`src/rtl/instr_fetch_if.sv`:
```
// Instruction fetch bus: memory request/response, decode handshake and branch redirect.
// The fetch unit is the master; memory plus decode together form the slave side.
interface instr_fetch_if #(
  parameter int unsigned ADDR_WIDTH = 32
);
  logic                  imem_req;
  logic [ADDR_WIDTH-1:0] imem_addr;
  logic                  imem_rvalid;
  logic [31:0]           imem_rdata;
  logic                  instr_valid;
  logic                  instr_ready;
  logic [31:0]           instr;
  logic [ADDR_WIDTH-1:0] instr_pc;
  logic                  pc_src;
  logic [ADDR_WIDTH-1:0] branch_pc;
  logic [ADDR_WIDTH-1:0] imm_op;

  modport master (
    output imem_req, imem_addr, instr_valid, instr, instr_pc,
    input  imem_rvalid, imem_rdata, instr_ready, pc_src, branch_pc, imm_op
  );

  modport slave (
    input  imem_req, imem_addr, instr_valid, instr, instr_pc,
    output imem_rvalid, imem_rdata, instr_ready, pc_src, branch_pc, imm_op
  );
endinterface

```
`src/rtl/instr_fetch.sv`:
```
// Instruction fetch: PC generation, single-outstanding memory fetch, prefetch FIFO toward decode,
// and branch redirect with flush of queued and in-flight instructions.
module instr_fetch #(
  parameter int unsigned           ADDR_WIDTH = 32,
  parameter logic [ADDR_WIDTH-1:0] RESET_PC   = '0,
  parameter int unsigned           FIFO_DEPTH = 2
) (
  input logic           clk,
  input logic           rst_n,
  instr_fetch_if.master bus
);

  localparam int unsigned PtrW = $clog2(FIFO_DEPTH);
  localparam int unsigned CntW = $clog2(FIFO_DEPTH + 1);

  typedef enum logic [1:0] {StIdle, StWait, StDiscard} state_e;

  state_e                state_q, state_d;
  logic [ADDR_WIDTH-1:0] fetch_pc_q, fetch_pc_d;
  logic [ADDR_WIDTH-1:0] req_addr_q, req_addr_d;
  logic [ADDR_WIDTH-1:0] target_sum, target;
  logic [31:0]           data_mem_q [FIFO_DEPTH];
  logic [ADDR_WIDTH-1:0] pc_mem_q   [FIFO_DEPTH];
  logic [PtrW-1:0]       wr_ptr_q, wr_ptr_d, rd_ptr_q, rd_ptr_d;
  logic [CntW-1:0]       count_q, count_d;
  logic [31:0]           instr_q, instr_d;
  logic [ADDR_WIDTH-1:0] instr_pc_q, instr_pc_d;
  logic                  issue, push, pop, flush;

  assign target_sum = bus.branch_pc + bus.imm_op;
  assign target     = target_sum & {{(ADDR_WIDTH-2){1'b1}}, 2'b00};
  assign flush      = bus.pc_src;
  assign pop        = bus.instr_valid & bus.instr_ready;

  // State register
  always_ff @(posedge clk or negedge rst_n) begin
    if (!rst_n) begin
      state_q <= StIdle;
    end else begin
      state_q <= state_d;
    end
  end

  // Next-state logic; a response arriving together with a redirect still retires the request
  always_comb begin
    state_d = state_q;
    case (state_q)
      StIdle:    if (issue) state_d = StWait;
      StWait: begin
        if (bus.imem_rvalid)  state_d = StIdle;
        else if (bus.pc_src)  state_d = StDiscard;
      end
      StDiscard: if (bus.imem_rvalid) state_d = StIdle;
      default:   state_d = StIdle;
    endcase
  end

  // Output logic; only IDLE issues, so the in-flight slot is already counted by occupancy
  always_comb begin
    issue         = rst_n && (state_q == StIdle) && (count_q < CntW'(FIFO_DEPTH)) && !bus.pc_src;
    push          = (state_q == StWait) && bus.imem_rvalid && !bus.pc_src;
    bus.imem_req  = issue;
    bus.imem_addr = issue ? fetch_pc_q : '0;
  end

  always_comb begin
    fetch_pc_d = fetch_pc_q;
    req_addr_d = req_addr_q;
    if (flush) begin
      fetch_pc_d = target;
    end else if (issue) begin
      fetch_pc_d = fetch_pc_q + ADDR_WIDTH'(4);
      req_addr_d = fetch_pc_q;
    end
  end

  // FIFO bookkeeping; the head is re-registered so it holds its last value when empty
  always_comb begin
    count_d    = count_q;
    wr_ptr_d   = wr_ptr_q;
    rd_ptr_d   = rd_ptr_q;
    instr_d    = instr_q;
    instr_pc_d = instr_pc_q;
    if (flush) begin
      count_d  = '0;
      wr_ptr_d = '0;
      rd_ptr_d = '0;
    end else begin
      if (push) wr_ptr_d = wr_ptr_q + PtrW'(1);
      if (pop)  rd_ptr_d = rd_ptr_q + PtrW'(1);
      count_d = count_q + CntW'(push) - CntW'(pop);
      if (count_d != '0) begin
        if ((count_q - CntW'(pop)) == '0) begin
          instr_d    = bus.imem_rdata;
          instr_pc_d = req_addr_q;
        end else begin
          instr_d    = data_mem_q[rd_ptr_d];
          instr_pc_d = pc_mem_q[rd_ptr_d];
        end
      end
    end
  end

  always_ff @(posedge clk or negedge rst_n) begin
    if (!rst_n) begin
      fetch_pc_q <= RESET_PC;
      req_addr_q <= RESET_PC;
      wr_ptr_q   <= '0;
      rd_ptr_q   <= '0;
      count_q    <= '0;
      instr_q    <= '0;
      instr_pc_q <= '0;
    end else begin
      fetch_pc_q <= fetch_pc_d;
      req_addr_q <= req_addr_d;
      wr_ptr_q   <= wr_ptr_d;
      rd_ptr_q   <= rd_ptr_d;
      count_q    <= count_d;
      instr_q    <= instr_d;
      instr_pc_q <= instr_pc_d;
    end
  end

  always_ff @(posedge clk or negedge rst_n) begin
    if (!rst_n) begin
      for (int i = 0; i < int'(FIFO_DEPTH); i++) begin
        data_mem_q[i] <= '0;
        pc_mem_q[i]   <= '0;
      end
    end else if (push) begin
      data_mem_q[wr_ptr_q] <= bus.imem_rdata;
      pc_mem_q[wr_ptr_q]   <= req_addr_q;
    end
  end

  assign bus.instr_valid = (count_q != '0);
  assign bus.instr       = instr_q;
  assign bus.instr_pc    = instr_pc_q;

endmodule

```
`src/flat_wrapper.sv`:
```
// flat-port wrapper written by rule: the top's interface ports become plain ports
module instr_fetch_flat 
#(
  parameter int unsigned           ADDR_WIDTH = 32,
  parameter logic [ADDR_WIDTH-1:0] RESET_PC   = '0,
  parameter int unsigned           FIFO_DEPTH = 2
)
  (clk, rst_n, bus_imem_req, bus_imem_addr, bus_instr_valid, bus_instr, bus_instr_pc, bus_imem_rvalid, bus_imem_rdata, bus_instr_ready, bus_pc_src, bus_branch_pc, bus_imm_op);
  instr_fetch_if #(.ADDR_WIDTH(ADDR_WIDTH)) bus_i ();
  input logic clk;
  input logic rst_n;
  output wire logic [$bits(bus_i.imem_req)-1:0] bus_imem_req;
  output wire logic [$bits(bus_i.imem_addr)-1:0] bus_imem_addr;
  output wire logic [$bits(bus_i.instr_valid)-1:0] bus_instr_valid;
  output wire logic [$bits(bus_i.instr)-1:0] bus_instr;
  output wire logic [$bits(bus_i.instr_pc)-1:0] bus_instr_pc;
  input wire logic [$bits(bus_i.imem_rvalid)-1:0] bus_imem_rvalid;
  input wire logic [$bits(bus_i.imem_rdata)-1:0] bus_imem_rdata;
  input wire logic [$bits(bus_i.instr_ready)-1:0] bus_instr_ready;
  input wire logic [$bits(bus_i.pc_src)-1:0] bus_pc_src;
  input wire logic [$bits(bus_i.branch_pc)-1:0] bus_branch_pc;
  input wire logic [$bits(bus_i.imm_op)-1:0] bus_imm_op;
  assign bus_imem_req = bus_i.imem_req;
  assign bus_imem_addr = bus_i.imem_addr;
  assign bus_instr_valid = bus_i.instr_valid;
  assign bus_instr = bus_i.instr;
  assign bus_instr_pc = bus_i.instr_pc;
  assign bus_i.imem_rvalid = bus_imem_rvalid;
  assign bus_i.imem_rdata = bus_imem_rdata;
  assign bus_i.instr_ready = bus_instr_ready;
  assign bus_i.pc_src = bus_pc_src;
  assign bus_i.branch_pc = bus_branch_pc;
  assign bus_i.imm_op = bus_imm_op;
  instr_fetch #(.ADDR_WIDTH(ADDR_WIDTH), .RESET_PC(RESET_PC), .FIFO_DEPTH(FIFO_DEPTH)) u_core (.clk(clk), .rst_n(rst_n), .bus(bus_i));
endmodule
```
`config.mk`:
```
export PLATFORM = sky130hd
export DESIGN_NAME = instr_fetch_flat
export DESIGN_NICKNAME = d
export VERILOG_FILES = /design/src/rtl/instr_fetch_if.sv /design/src/rtl/instr_fetch.sv /design/src/flat_wrapper.sv
export SDC_FILE = /design/constraint.sdc
export NUM_CORES = 1
export LEC_CHECK = 0
export ABC_CLOCK_PERIOD_IN_PS = 4500
export BUFFER_PORTS_ARGS = -buffer_cell sky130_fd_sc_hd__buf_2
export CORE_MARGIN = 5
export CORE_UTILIZATION = 34
export DETAILED_ROUTE_END_ITERATION = 10
export HOLD_SLACK_MARGIN = 0.05
export PLACE_DENSITY = 0.49
export SYNTH_ARGS = -nofsm -noshare
export SYNTH_HDL_FRONTEND = slang
export SYNTH_SLANG_ARGS = --single-unit
```
`constraint.sdc`:
```
create_clock -name clk -period 4.5 [get_ports clk]
set_input_delay 0.225 -clock clk [delete_from_list [all_inputs] [get_ports clk]]
set_output_delay 0.225 -clock clk [all_outputs]
set_load 0.02 [all_outputs]
```
== Word level (Yosys, flattened, before mapping) ==
Index checks and enable logic that the tools add are counted.

* Memories kept: 0
* Input port bits: 101
* Memory bits (read-only): 0
* Bits in latches: 0
* Output and inout port bits: 98
* Word-level logic and storage cells: 74
* Memory bits (writable): 0
* Register bits after elaboration: 262

* Mux-type cells: 26
* Reduce and logical (&&, ||, !) cells: 16
* Order comparisons: 4
* Add/sub/neg operators: 7
* Bitwise gates (word level): 4
* Equal/unequal tests: 5
* Multiply operators: 0
* Div/mod/pow operators: 0
* Shift operators: 0

{| class="wikitable"
|+ Operator list
! cell !! count
|-
| $mux W32 || 12
|-
| $bwmux W64 || 2
|-
| $add A32 B3 Y32 const B || 1
|-
| $add A32 B32 Y32 || 1
|-
| $demux W32 S1 || 1
|-
| $mux W2 || 5
|-
| $reduce_bool A2 Y1 || 4
|-
| $logic_and A1 B1 Y1 || 6
|-
| $pmux W2 S3 || 1
|-
| $mux W1 || 5
|-
| $ge A2 B2 Y1 const B || 2
|-
| $logic_not A2 Y1 || 2
|-
| $ne A2 B2 Y1 const B || 2
|-
| $not A1 Y2 || 2
|-
| $reduce_and A2 Y1 || 2
|-
| $sub A2 B1 Y2 || 2
|-
| $ne A3 B3 Y1 const B || 1
|-
| $reduce_and A3 Y1 || 1
|-
| $add A1 B1 Y1 const B || 2
|-
| $add A2 B1 Y2 || 1
|-
| $eq A2 B1 Y1 const B || 1
|-
| $eq A2 B2 Y1 const B || 1
|-
| $lt A2 B1 Y1 const B || 1
|-
| $lt A2 B2 Y1 const B || 1
|-
| 3 further kinds || 3
|}

== Depth between registers and ports, before layout ==
* Word-level depth: 9
* Depth in mapped cells: 12

== Worst setup path before layout ==
Ideal clock, no wire load.

* Path type: reg2reg
* Start: reg u_core.count_q[1]
* End: reg u_core.instr_q[2], in the netlist u_core.bus.instr[2]
* Arrival time: 2,627 ps
* Buffers on the path: 2
* Cell stages (with the launch flop): 13
* Setup time: 77 ps
* Required time: 4,423 ps
* Setup slack: 1,796 ps
* Period minus slack after synthesis: 2,704 ps
* Cell sequence: dfrtp_1 -> or2_1 -> and2_1 -> ha_1 -> inv_1 -> ha_1 -> xnor2_1 -> nor2_1 -> nor2_1 -> clkbuf_1 -> buf_1 -> nand2_1 -> o21ai_1

* Word-level cells in the longest chain between the ends: 9

{| class="wikitable"
|+ RTL lines
! element !! RTL line !! source
|-
| start: declaration || instr_fetch.sv:25 || <nowiki>logic [CntW-1:0] count_q, count_d;</nowiki>
|-
| start signal: assignment || instr_fetch.sv:118 || <nowiki>count_q <= count_d;</nowiki>
|-
| $reduce_bool A2 Y1 * || instr_fetch.sv:136 || <nowiki>assign bus.instr_valid = (count_q != '0);</nowiki>
|-
| via bus_instr_valid || flat_wrapper.sv:14 || <nowiki>output wire logic [$bits(bus_i.instr_valid)-1:0] bus_instr_valid;</nowiki>
|-
| $and A1 B1 Y1 * || instr_fetch.sv:33 || <nowiki>assign pop = bus.instr_valid & bus.instr_ready;</nowiki>
|-
| $mux W1 || instr_fetch.sv:90 || <nowiki>if (pop) rd_ptr_d = rd_ptr_q + PtrW'(1);</nowiki>
|-
| $mux W1 || instr_fetch.sv:84 || <nowiki>if (flush) begin</nowiki>
|-
| $not A1 Y2 (implied by the code) || instr_fetch.sv:97 || <nowiki>instr_d = data_mem_q[rd_ptr_d];</nowiki>
|-
| $mux W32 (implied by the code) (3 in a row) || instr_fetch.sv:97 ||
|-
| $mux W32 || instr_fetch.sv:93 || <nowiki>if ((count_q - CntW'(pop)) == '0) begin</nowiki>
|-
| end signal: assignment || instr_fetch.sv:119 || <nowiki>instr_q <= instr_d;</nowiki>
|-
| end: declaration || instr_fetch.sv:26 || <nowiki>logic [31:0] instr_q, instr_d;</nowiki>
|}

The timed path passes the listed nets; every way through them passes the cells marked *. The select of a mux whose other input is x is not followed.
A chain may end at the register's enable or synchronous reset.

== Final worst setup path ==
* Start: in rst_n
* End: out bus_imem_req

* Word-level cells in the longest chain between the ends: 3

{| class="wikitable"
|+ RTL lines
! element !! RTL line !! source
|-
| start: declaration || flat_wrapper.sv:11 || <nowiki>input logic rst_n;</nowiki>
|-
| $logic_and A1 B1 Y1 (3 in a row) || instr_fetch.sv:60 || <nowiki>issue = rst_n && (state_q == StIdle) && (count_q < CntW'(FIFO_DEPTH)) && !bus.pc_src;</nowiki>
|-
| end: declaration || flat_wrapper.sv:12 || <nowiki>output wire logic [$bits(bus_i.imem_req)-1:0] bus_imem_req;</nowiki>
|}

No other way between the ends.

==> reports/metrics.csv <==
stage;metric;value;unit
critical_path;r2r_cells;9;
clocking;post_cts_resized;0;
layout;num_antenna_cells;0;
clocking;number_of_clock_buffers_inserted_by_tritoncts;29;
layout;areaGrowthSynthToFinish;22.3;%
critical_path;worstPathRequired;4.28;ns
clocking;clk_pin_slew;0.06;ns
drt;route.final.wire_length;30900;um
critical_path;timing.critical_path.to_type;output port;
clocking;worstSkewPairLatency;0.53;ns
min_path;min-delay-path-class;input pin to flip-flop;
run;drv_cap;0;
floorplan;die-area;41400;sq um
global_route;grt_antenna_before_repair;1;
synthesis;synthFlopType;dfrtp_1;
timing;final-setup-viol-count;0;
critical_path;setup.worst_path.end;bus_imem_req;
drt;via_per_inst;4.90;
synthesis;seq_area_frac_synth;49.5;%
timing;grt_setup_unrepaired;no;
timing;max_freq;0.324;GHz
floorplan;boundaryPins;199;
synthesis;synth-edff-count;0;
layout;filler_cell_count_in_the_final_layout;3604;
global_route;grt_first_pass_wirelength;50600;um
placed_design;gp_congestion;0.714;
synthesis;synthesis.instances;1181;
floorplan;placementRows;70;
floorplan;die_width;204;um
placed_design;place.port_buffers;194;
critical_path;r2r-start;u_core.count_q[1];
clocking;clk_path_buf_depth;3;
synthesis;synth.avg_cell_area;10.8;sq um
critical_path;rrSetupSlack;1.85;ns
timing;report.final.slew_viol_count;0;
floorplan;initial_core_util;34.6;%
run_status;status;complete, no violations;
layout;multi_input_area;6110;sq um
critical_path;worstSetupPathType;input pin to output port;
power_and_ir_drop;cellLeakagePower;7.67;nW
power_and_ir_drop;ir_drop;519;uV
global_route;grt_use_total;14.7;%
timing;setup_skew;0.00618;ns
drt;drt_iter0_markers;399;
critical_path;path_max_fanout;66;
layout;nNetsFinal;1525;
clocking;root_buffer;clkbuf_16;
drt;postRouteAntennaNets;0;
global_route;grt_overflow;0;
placed_design;detailedPlacementHpwl;21500;um
critical_path;setup.worst_path.start;rst_n;
layout;final_area;15600;sq um
layout;proportion_of_layout_cells_with_a_drive_suffix_above_1;30.7;%
drt;via_count;9209;
clocking;cts_max_level;1;
synthesis;synth-warning-count;0;
synthesis;netlist.area_leader.share;49.5;%
power_and_ir_drop;powerDensity;694;nW/um^2
critical_path;rr_endpoint;u_core.bus.instr[30];
placed_design;dpl-instance-area;14200;sq um
synthesis;synth.ff_latch_count;252;
timing;timing.final.crit_share;68.6;%
floorplan;dieHeight;204;um
timing;setup-tns-final;0;ns
synthesis;synth_top_cells_by_count;dfrtp_1 (252), nand2_1 (165), mux2_2 (154);
critical_path;startpoint_type;input pin;
synthesis;synth_async_sr_flop_share;100;%
synthesis;synth_top_area_cell;dfrtp_1;
timing;final.min_clock_period;3.09;ns
critical_path;worst_ep_arrival_time;2.86;ns
drt;detailedRoute.firstPassIterationCount;4;
synthesis;synthesis.area;12700;sq um
floorplan;floorplan.core_area;36800;sq um
global_route;grt_start_max_net_pins;87;
global_route;grt_pass1_vias;9341;
clocking;cts_sinks;252;
timing;report.final.hold_viol_count;0;
drt;wl_per_cell;16.4;um
layout;ff_latch_area;6310;sq um
synthesis;synth.area.top_cells;dfrtp_1 (50%), mux2_2 (14%), o21ai_1 (5.1%);
drt;route.detailed.drc;0;
clocking;tritoncts;built;
synthesis;post-synth-top-count-cell;dfrtp_1;
timing;worst_slew_margin_rel;35.9;%
timing;tightest_slew;0.961;ns
synthesis;yosys.cell_types.count;56;
worst min-delay path by stage:
stage          slack (ns)              start  depth (start not counted)                    end
2_1_floorplan       -0.07              rst_n                          0    u_core.bus.instr[0]
3_3_place_gp         0.22              rst_n                          1   u_core.bus.instr[29]
3_5_place_dp         0.23              rst_n                          1   u_core.bus.instr[24]
4_1_cts              0.11  bus_branch_pc[31]                          4  u_core.fetch_pc_q[31]
5_1_grt              0.16  bus_branch_pc[31]                          4  u_core.fetch_pc_q[31]
6_report             0.14  bus_branch_pc[31]                          4  u_core.fetch_pc_q[31]
critical path, cell delays in order:
cell and delay, ns:
dlygate4sd3_1 0.56, buf_8 0.43, nor4b_4 0.43, and2_1 0.60, buf_4 0.36, buf_2 0.21
kinds of logic (layout without fill, tap and decap cells):
family / Yosys count / count (layout) / synth area share, %
AO/OA/AOI/OAI: 238 / 238 / 10.6
adder cells (fa/ha/maj): 33 / 33 / 3.24
other: 1 / 4 / 0.0294
AND/OR/NAND/NOR: 303 / 303 / 11.3
buffers and inverters: 82 / 310 / 2.70
flip-flops: 252 / 252 / 49.5
XOR/XNOR: 54 / 54 / 3.86
multiplexers: 218 / 218 / 18.6
cell usage in the layout (no fill, tap or decap), types with 12 or more instances in the layout:
| cell type | Yosys | final |
|---|---|---|
| o21ai_1 | 131 | 131 |
| buf_4 | 4 | 14 |
| xor2_1 | 16 | 16 |
| nor2_1 | 33 | 32 |
| xnor2_1 | 37 | 37 |
| dlygate4sd3_1 | 0 | 36 |
| nand2_1 | 165 | 164 |
| mux2i_1 | 64 | 64 |
| nand3_1 | 18 | 18 |
| and3_1 | 36 | 36 |
| a21oi_1 | 36 | 36 |
| o21ai_0 | 20 | 20 |
| buf_2 | 17 | 193 |
| ha_1 | 33 | 33 |
| mux2_2 | 154 | 154 |
| clkbuf_16 | 0 | 29 |
| dfrtp_1 | 252 | 252 |
| a21o_1 | 12 | 12 |
layer usage:
layer	wire length (um)	vias up	GRT usage, %	part of all wire, %
met3	1180	36	2.00	3.8
met2	14000	165	23.9	45
met4	446	2	2.63	1.4
met1	15200	4390	21.3	49
met5	13	-	0	0.042
li1	-	4616	-	-
stage by stage:
stage	instances	util, %	hold WS [ns]	total power [mW]	setup WS, ns
after floorplan	1184	-	-0.0706	7.08	1.80
after global placement	1792	38.5	0.223	8.32	1.86
after detailed placement	1792	38.5	0.227	8.41	1.82
after CTS	1880	42.3	0.114	11.0	1.30
after global routing	1880	42.3	0.163	11.7	1.16
final	1880	42.3	0.145	10.8	1.41
final cells by class:
class | count | share of cell area (%)
clock buffers | 37 | 5.30
clock inverters | 15 | 1.35
inverters | 12 | 0.289
multi-input cells | 850 | 39.3
flip-flops and latches | 252 | 40.5
well taps | 468 | 3.76
repair buffers | 246 | 9.55
sequential cells by signal, indices dropped and copies added (netlist names), 2 cells and up:
signal               count
u_core.bus.instr        32
u_core.fetch_pc_q       30
u_core.pc_mem_q         60
u_core.count_q           2
u_core.state_q           2
u_core.bus.instr_pc     30
u_core.req_addr_q       30
u_core.data_mem_q       64
power by group:
| group | total [mW] | leakage (nW) | switching (mW) | internal, mW |
|---|---|---|---|---|
| logic | 4.50 | 4.02 | 2.63 | 1.87 |
| registers | 3.79 | 3.15 | 0.611 | 3.18 |
| clock network | 2.51 | 0.504 | 0.936 | 1.57 |
| total | 10.8 | 7.67 | 4.18 | 6.62 |
timing repair:
item	in CTS	in global routing
hold buffers	36	0
endpoints found under the hold margin	161	0
setup buffers	0	0
Note: power is estimated with default switching activity, not from simulation.
